[src/rtl/tdm_demux8.sv]
// ---------------------------------------------------------------------------
// tdm_demux8 : receive end of the 8-channel time-division link.
//
// Samples one serial bit per slot strobe, aligns to the frame sync marker
// carried on slot 0, collects the eight slots of a frame in a shadow
// register and presents them together on o once the frame is complete.
//
// Parameters
//   SYNC_CHECK  1: a missing sync on slot 0 while locked is an error and
//                  forces a re-hunt.  0: sync only (re)aligns the frame.
//
// Ports
//   clk          in   system clock, rising edge
//   rst          in   asynchronous active-high reset
//   en           in   slot strobe; din/sync are sampled only when en=1
//   din          in   serial data bit of the current slot
//   sync         in   frame marker, high with en on the slot-0 bit
//   o[7:0]       out  registered channels, o[0]=channel a ... o[7]=channel h
//   frame_valid  out  one-cycle pulse, o was just loaded with a full frame
//   slot[2:0]    out  slot index the next strobe will write
//   locked       out  high while frame alignment is held
//   sync_err     out  one-cycle pulse on an alignment error
// ---------------------------------------------------------------------------
module tdm_demux8 #(
    parameter int SYNC_CHECK = 1
) (
    input  logic       clk,
    input  logic       rst,
    input  logic       en,
    input  logic       din,
    input  logic       sync,
    output logic [7:0] o,
    output logic       frame_valid,
    output logic [2:0] slot,
    output logic       locked,
    output logic       sync_err
);

    localparam logic [0:0] HUNT   = 1'b0;
    localparam logic [0:0] LOCKED = 1'b1;

    logic [0:0] state_q, state_d;
    logic [2:0] slot_q, slot_d;
    logic [7:0] shadow_q, shadow_d;
    logic [7:0] o_q, o_d;
    logic       fv_q, fv_d;
    logic       err_q, err_d;

    always_comb begin
        state_d  = state_q;
        slot_d   = slot_q;
        shadow_d = shadow_q;
        o_d      = o_q;
        fv_d     = 1'b0;
        err_d    = 1'b0;

        if (en) begin
            if (state_q == HUNT) begin
                // Bits are thrown away until a sync marks slot 0.
                if (sync) begin
                    shadow_d = {7'd0, din};
                    slot_d   = 3'd1;
                    state_d  = LOCKED;
                end
            end else begin
                if (sync && (slot_q != 3'd0)) begin
                    // Early sync: drop the partial frame and restart on this bit.
                    err_d    = 1'b1;
                    shadow_d = {7'd0, din};
                    slot_d   = 3'd1;
                end else if (!sync && (slot_q == 3'd0) && (SYNC_CHECK != 0)) begin
                    // Missing sync: alignment is no longer trusted.
                    err_d   = 1'b1;
                    state_d = HUNT;
                    slot_d  = 3'd0;
                end else begin
                    shadow_d[slot_q] = din;
                    slot_d           = slot_q + 3'd1;
                    // The slot-7 bit completes the frame; o is loaded in one
                    // go so it is never seen partially updated.
                    if (slot_q == 3'd7) begin
                        o_d  = shadow_d;
                        fv_d = 1'b1;
                    end
                end
            end
        end
    end

    always_ff @(posedge clk or posedge rst) begin
        if (rst) begin
            state_q  <= HUNT;
            slot_q   <= 3'd0;
            shadow_q <= 8'h00;
            o_q      <= 8'h00;
            fv_q     <= 1'b0;
            err_q    <= 1'b0;
        end else begin
            state_q  <= state_d;
            slot_q   <= slot_d;
            shadow_q <= shadow_d;
            o_q      <= o_d;
            fv_q     <= fv_d;
            err_q    <= err_d;
        end
    end

    assign o           = o_q;
    assign frame_valid = fv_q;
    assign slot        = slot_q;
    assign locked      = (state_q == LOCKED);
    assign sync_err    = err_q;

endmodule

[config.mk]
export PLATFORM = sky130hd
export DESIGN_NAME = tdm_demux8
export DESIGN_NICKNAME = d
export VERILOG_FILES = /design/src/rtl/tdm_demux8.sv
export SDC_FILE = /design/constraint.sdc
export NUM_CORES = 1
export LEC_CHECK = 0
export CELL_PAD_IN_SITES_DETAIL_PLACEMENT = 1
export CELL_PAD_IN_SITES_GLOBAL_PLACEMENT = 2
export CORE_ASPECT_RATIO = 1.25
export CORE_MARGIN = 4
export CORE_UTILIZATION = 34
export CTS_BUF_LIST = sky130_fd_sc_hd__clkbuf_8
export DETAILED_ROUTE_END_ITERATION = 8
export PLACE_DENSITY = 0.83
export RECOVER_POWER = 25
export SLEW_MARGIN = 0
export SYNTH_ARGS = -nofsm -noshare
export SYNTH_HDL_FRONTEND = slang
export SYNTH_SLANG_ARGS = --single-unit
export TNS_END_PERCENT = 20
[constraint.sdc]
create_clock -name clk -period 2.3 [get_ports clk]
set_clock_uncertainty 0.15 [all_clocks]
set_input_delay 0.23 -clock clk [delete_from_list [all_inputs] [get_ports clk]]
set_output_delay 0.23 -clock clk [all_outputs]
set_load 0.1 [all_outputs]
==> key figures <==
Run status
  – Status: completed

Worst setup path
  – Critical Path Source Type: register
  – Reg2reg setup slack: around 0.23 ns
  – CP top delay family: simple AND/OR/NAND/NOR gates
  – Critical path class: register to register
  – Critical path required time: ~2.3 ns
  – CP cell instances: inv_2 > ha_4 > nor2b_4 > inv_2 > ha_4 > or3_1 > o21ai_0
  – CP Capture Type: register
  – R2R depth: 7
  – Worst Path Arrival: around 2.1 ns
  – Max stage delay on crit path: around 0.55 ns
  – Worst R2R End: slot[2]
  – Worst R2R Start: slot[0]
  – Worst path buffer plus inverter count: 2
  – Crit path max-delay cell type: dfrtp_4
  – CP max FO: 12

Global routing
  – Largest net degree at the start of global routing: 17
  – All-Layer GR Usage: approximately an eighth
  – First-pass GRT wire length: between 4000 and 5000 um
  – Grt total ovfl: 0
  – Vias in the first global route: 848
  – Initial antenna violation count: 0

Layout
  – Final Util: ~45%
  – Fill cells: 348
  – Nets: 128
  – Layout cells sized above 1: between 20% and 30%
  – Finished Layout Cells: between 150 and 200
  – Area Growth Syn to Fin: 24.1%
  – Antenna Cells: 0

Timing
  – Final Hold Fails: 0
  – Unrepaired setup endpoints after global routing: false
  – Final setup violation count: 0
  – Period utilization: roughly nine tenths
  – Post-layout min period: between 2 and 2.5 ns
  – Final Slew Violations: 0
  – Tightest Pin Transition: between 0.6 and 0.7 ns
  – Fmax: 484 MHz
  – Final WS setup: approximately 0.23 ns
  – Headroom to the max-slew limit: between 50% and 60%
  – Setup TNS: 0 ns

Yosys
  – Mapped Nets: between 100 and 150
  – Post-synth cell types: 28
  – Most used DFF post-synth: dfrtp_1
  – Syn avg cell area: 11.0 um2
  – FFs w/ async S/R, synth: 100%
  – Cell count after synthesis: ~100
  – YS warnings: 0
  – Post-synth top area share: between 50 and 60%
  – Seq/Total Area, Yosys: about half
  – Dominant cell type by area after synthesis: dfrtp_1
  – Synth area leaders: dfrtp_1 (51%), mux2i_1 (7.4%), ha_1 (6.9%)
  – EDFF count, synth: 0
  – Yosys reg bits: 22
  – Post-Syn Area: approximately 1100 um2

Routing
  – Routed length on met2: 1200 um
  – Total vias in the final route: between 800 and 900
  – WL met1: 1050 um
  – Top Layer Used: met4
  – Met3 WL: slightly above 90 um
  – Detailed Route Iter0 Violations: 21
  – DRT Pass-1 Iters: 4
  – Post-route ant nets: 0
  – Wire length per cell: approximately 16 um
  – DR vias/cell: 5.29
  – # DRC: 0
  – Final WL: around 2400 um

Place
  – Cells after DPL: 148
  – Post-DP HPWL: ~1800 um
  – DP Worst Slack: roughly 0.16 ns
  – Input/output buffers: 18
  – Gp weighted congestion: 0.696

Pwr
  – Net load switching power: between 1 and 1.5 mW
  – Tot Pwr: approximately 2 mW
  – Comb pwr share: between 50% and 60%
  – Peak supply drop: approximately 1.2 mV
  – Clock power frac: between 10% and 20%
  – Net switching fraction of the power: roughly half
  – Power Density: about 1500 nW/um2
  – Sequential Power Share: roughly a third
  – P_int: approximately 0.96 mW
  – Leak: 0.627 nW

CTS
  – Worst-Skew Late Latency: approximately 0.26 ns
  – Htree depth: 1
  – CTS tree: yes
  – CTS Buf Count: 3
  – Clk slew on worst S/H paths: about 0.08 ns
  – Clk sinks: 22
  – Hold_buf cts: 0
  – Post_cts resized: 0
  – Root buffer cell: clkbuf_8
  – Clock Path Buffers: 2
  – Post-CTS Setup Inserts: 0

Run
  – Max cap viols: 0

Die
  – Starting Density: a little over a third
  – Die W: a little under 60 um
  – Die area: 4170 um2
  – I/O pin count: 19
  – Core Region: roughly 3000 um2
  – Die height: about 70 um
  – FP Rows: 22

Min path
  – Hold Crit Class: primary input to async pin
## power by group through the flow
stage	sequential (mW)	combinational [mW]	clock (mW)
global placement	0.648	1.04	0
detailed placement	0.656	1.06	0
floorplan	1.06	0.457	0
finish	0.650	1.04	0.281
CTS	0.648	1.06	0.291
global route	0.669	1.11	0.307
## through the flow
stage	hold slack, ns	instance area, um2
2_1_floorplan	0.0692	1150
3_3_place_gp	0.316	1300
3_5_place_dp	0.327	1300
4_1_cts	0.122	1350
5_1_grt	0.286	1350
6_report	0.248	1350
## layout make-up
type                       instances  area [um2]  share of cell area (%)
multi-input combinational         64         510                    37.8
tap                               36        45.0                    3.34
clock buffer                       4        55.1                    4.08
sequential                        22         559                    41.5
inverter                           6        22.5                    1.67
timing repair buffer              20         156                    11.6
## cell usage in the layout, fill, tap and decap left out, drive strengths merged
cell type	count
dfrtp	22
buf	15
nand2	10
o21ai	10
mux2i	8
o2bb2ai	7
ha	6
inv	6
clkbuf	5
nor3b	3
nand3b	3
clkdlybuf4s50	3
a21oi	2
or3	2
nor2b	2
a31oi	1
and3b	1
or2	1
nand4	1
nor2	1
nor4b	1
o211a	1
a32o	1
a211oi	1
mux2	1
nand3	1
dlygate4sd3	1
## per-layer routing
| layer | global-route usage [%] | vias up |
|---|---|---|
| met3 | 2.34 | 4 |
| met1 | 15.7 | 403 |
| met2 | 20.9 | 15 |
| met5 | 0 | - |
| met4 | 7.56 | 0 |
| li1 | - | 382 |
## worst max path at each step
stage | from | end | slack, ns | depth (start not counted)
after floorplan | slot[1] | o[0] | 0.006 | 10
after global placement | sync | shadow_q[0] | 0.22 | 6
after detailed placement | sync | shadow_q[0] | 0.16 | 6
after CTS | slot[1] | slot[2] | 0.19 | 7
after global routing | slot[1] | shadow_q[0] | 0.11 | 8
final | slot[0] | slot[2] | 0.23 | 7
## registers in the layout, summed over array words and instances (netlist names)
name,count
frame_valid,1
locked,1
sync_err,1
o,8
shadow_q,8
slot,3
## synthesized netlist by cell type (all sizes together), types with 3 or more instances
library cell   n
dfrtp         22
nand2         10
o21ai         10
nand3b         3
clkbuf         4
buf            3
inv            6
mux2i          8
nor3b          3
ha             6
o2bb2ai        7
## logic make-up (layout without fill, tap and decap cells)
logic type / Yosys count / in the layout / synth area share [%]
AOI/OAI and AO/OA: 23 / 23 / 14.7
adders and majority gates: 6 / 6 / 6.90
buffers and inverters: 13 / 30 / 5.41
DFF: 22 / 22 / 50.6
muxes: 9 / 9 / 8.40
and+or+nand+nor: 26 / 26 / 13.9
## worst register-to-register path: stages (launching register included)
cell and delay, ns:
dfrtp_4 0.55, inv_2 0.10, ha_4 0.11, nor2b_4 0.16, inv_2 0.06, ha_4 0.16, or3_1 0.49, o21ai_0 0.21
Power figures use the tool's default switching activity.
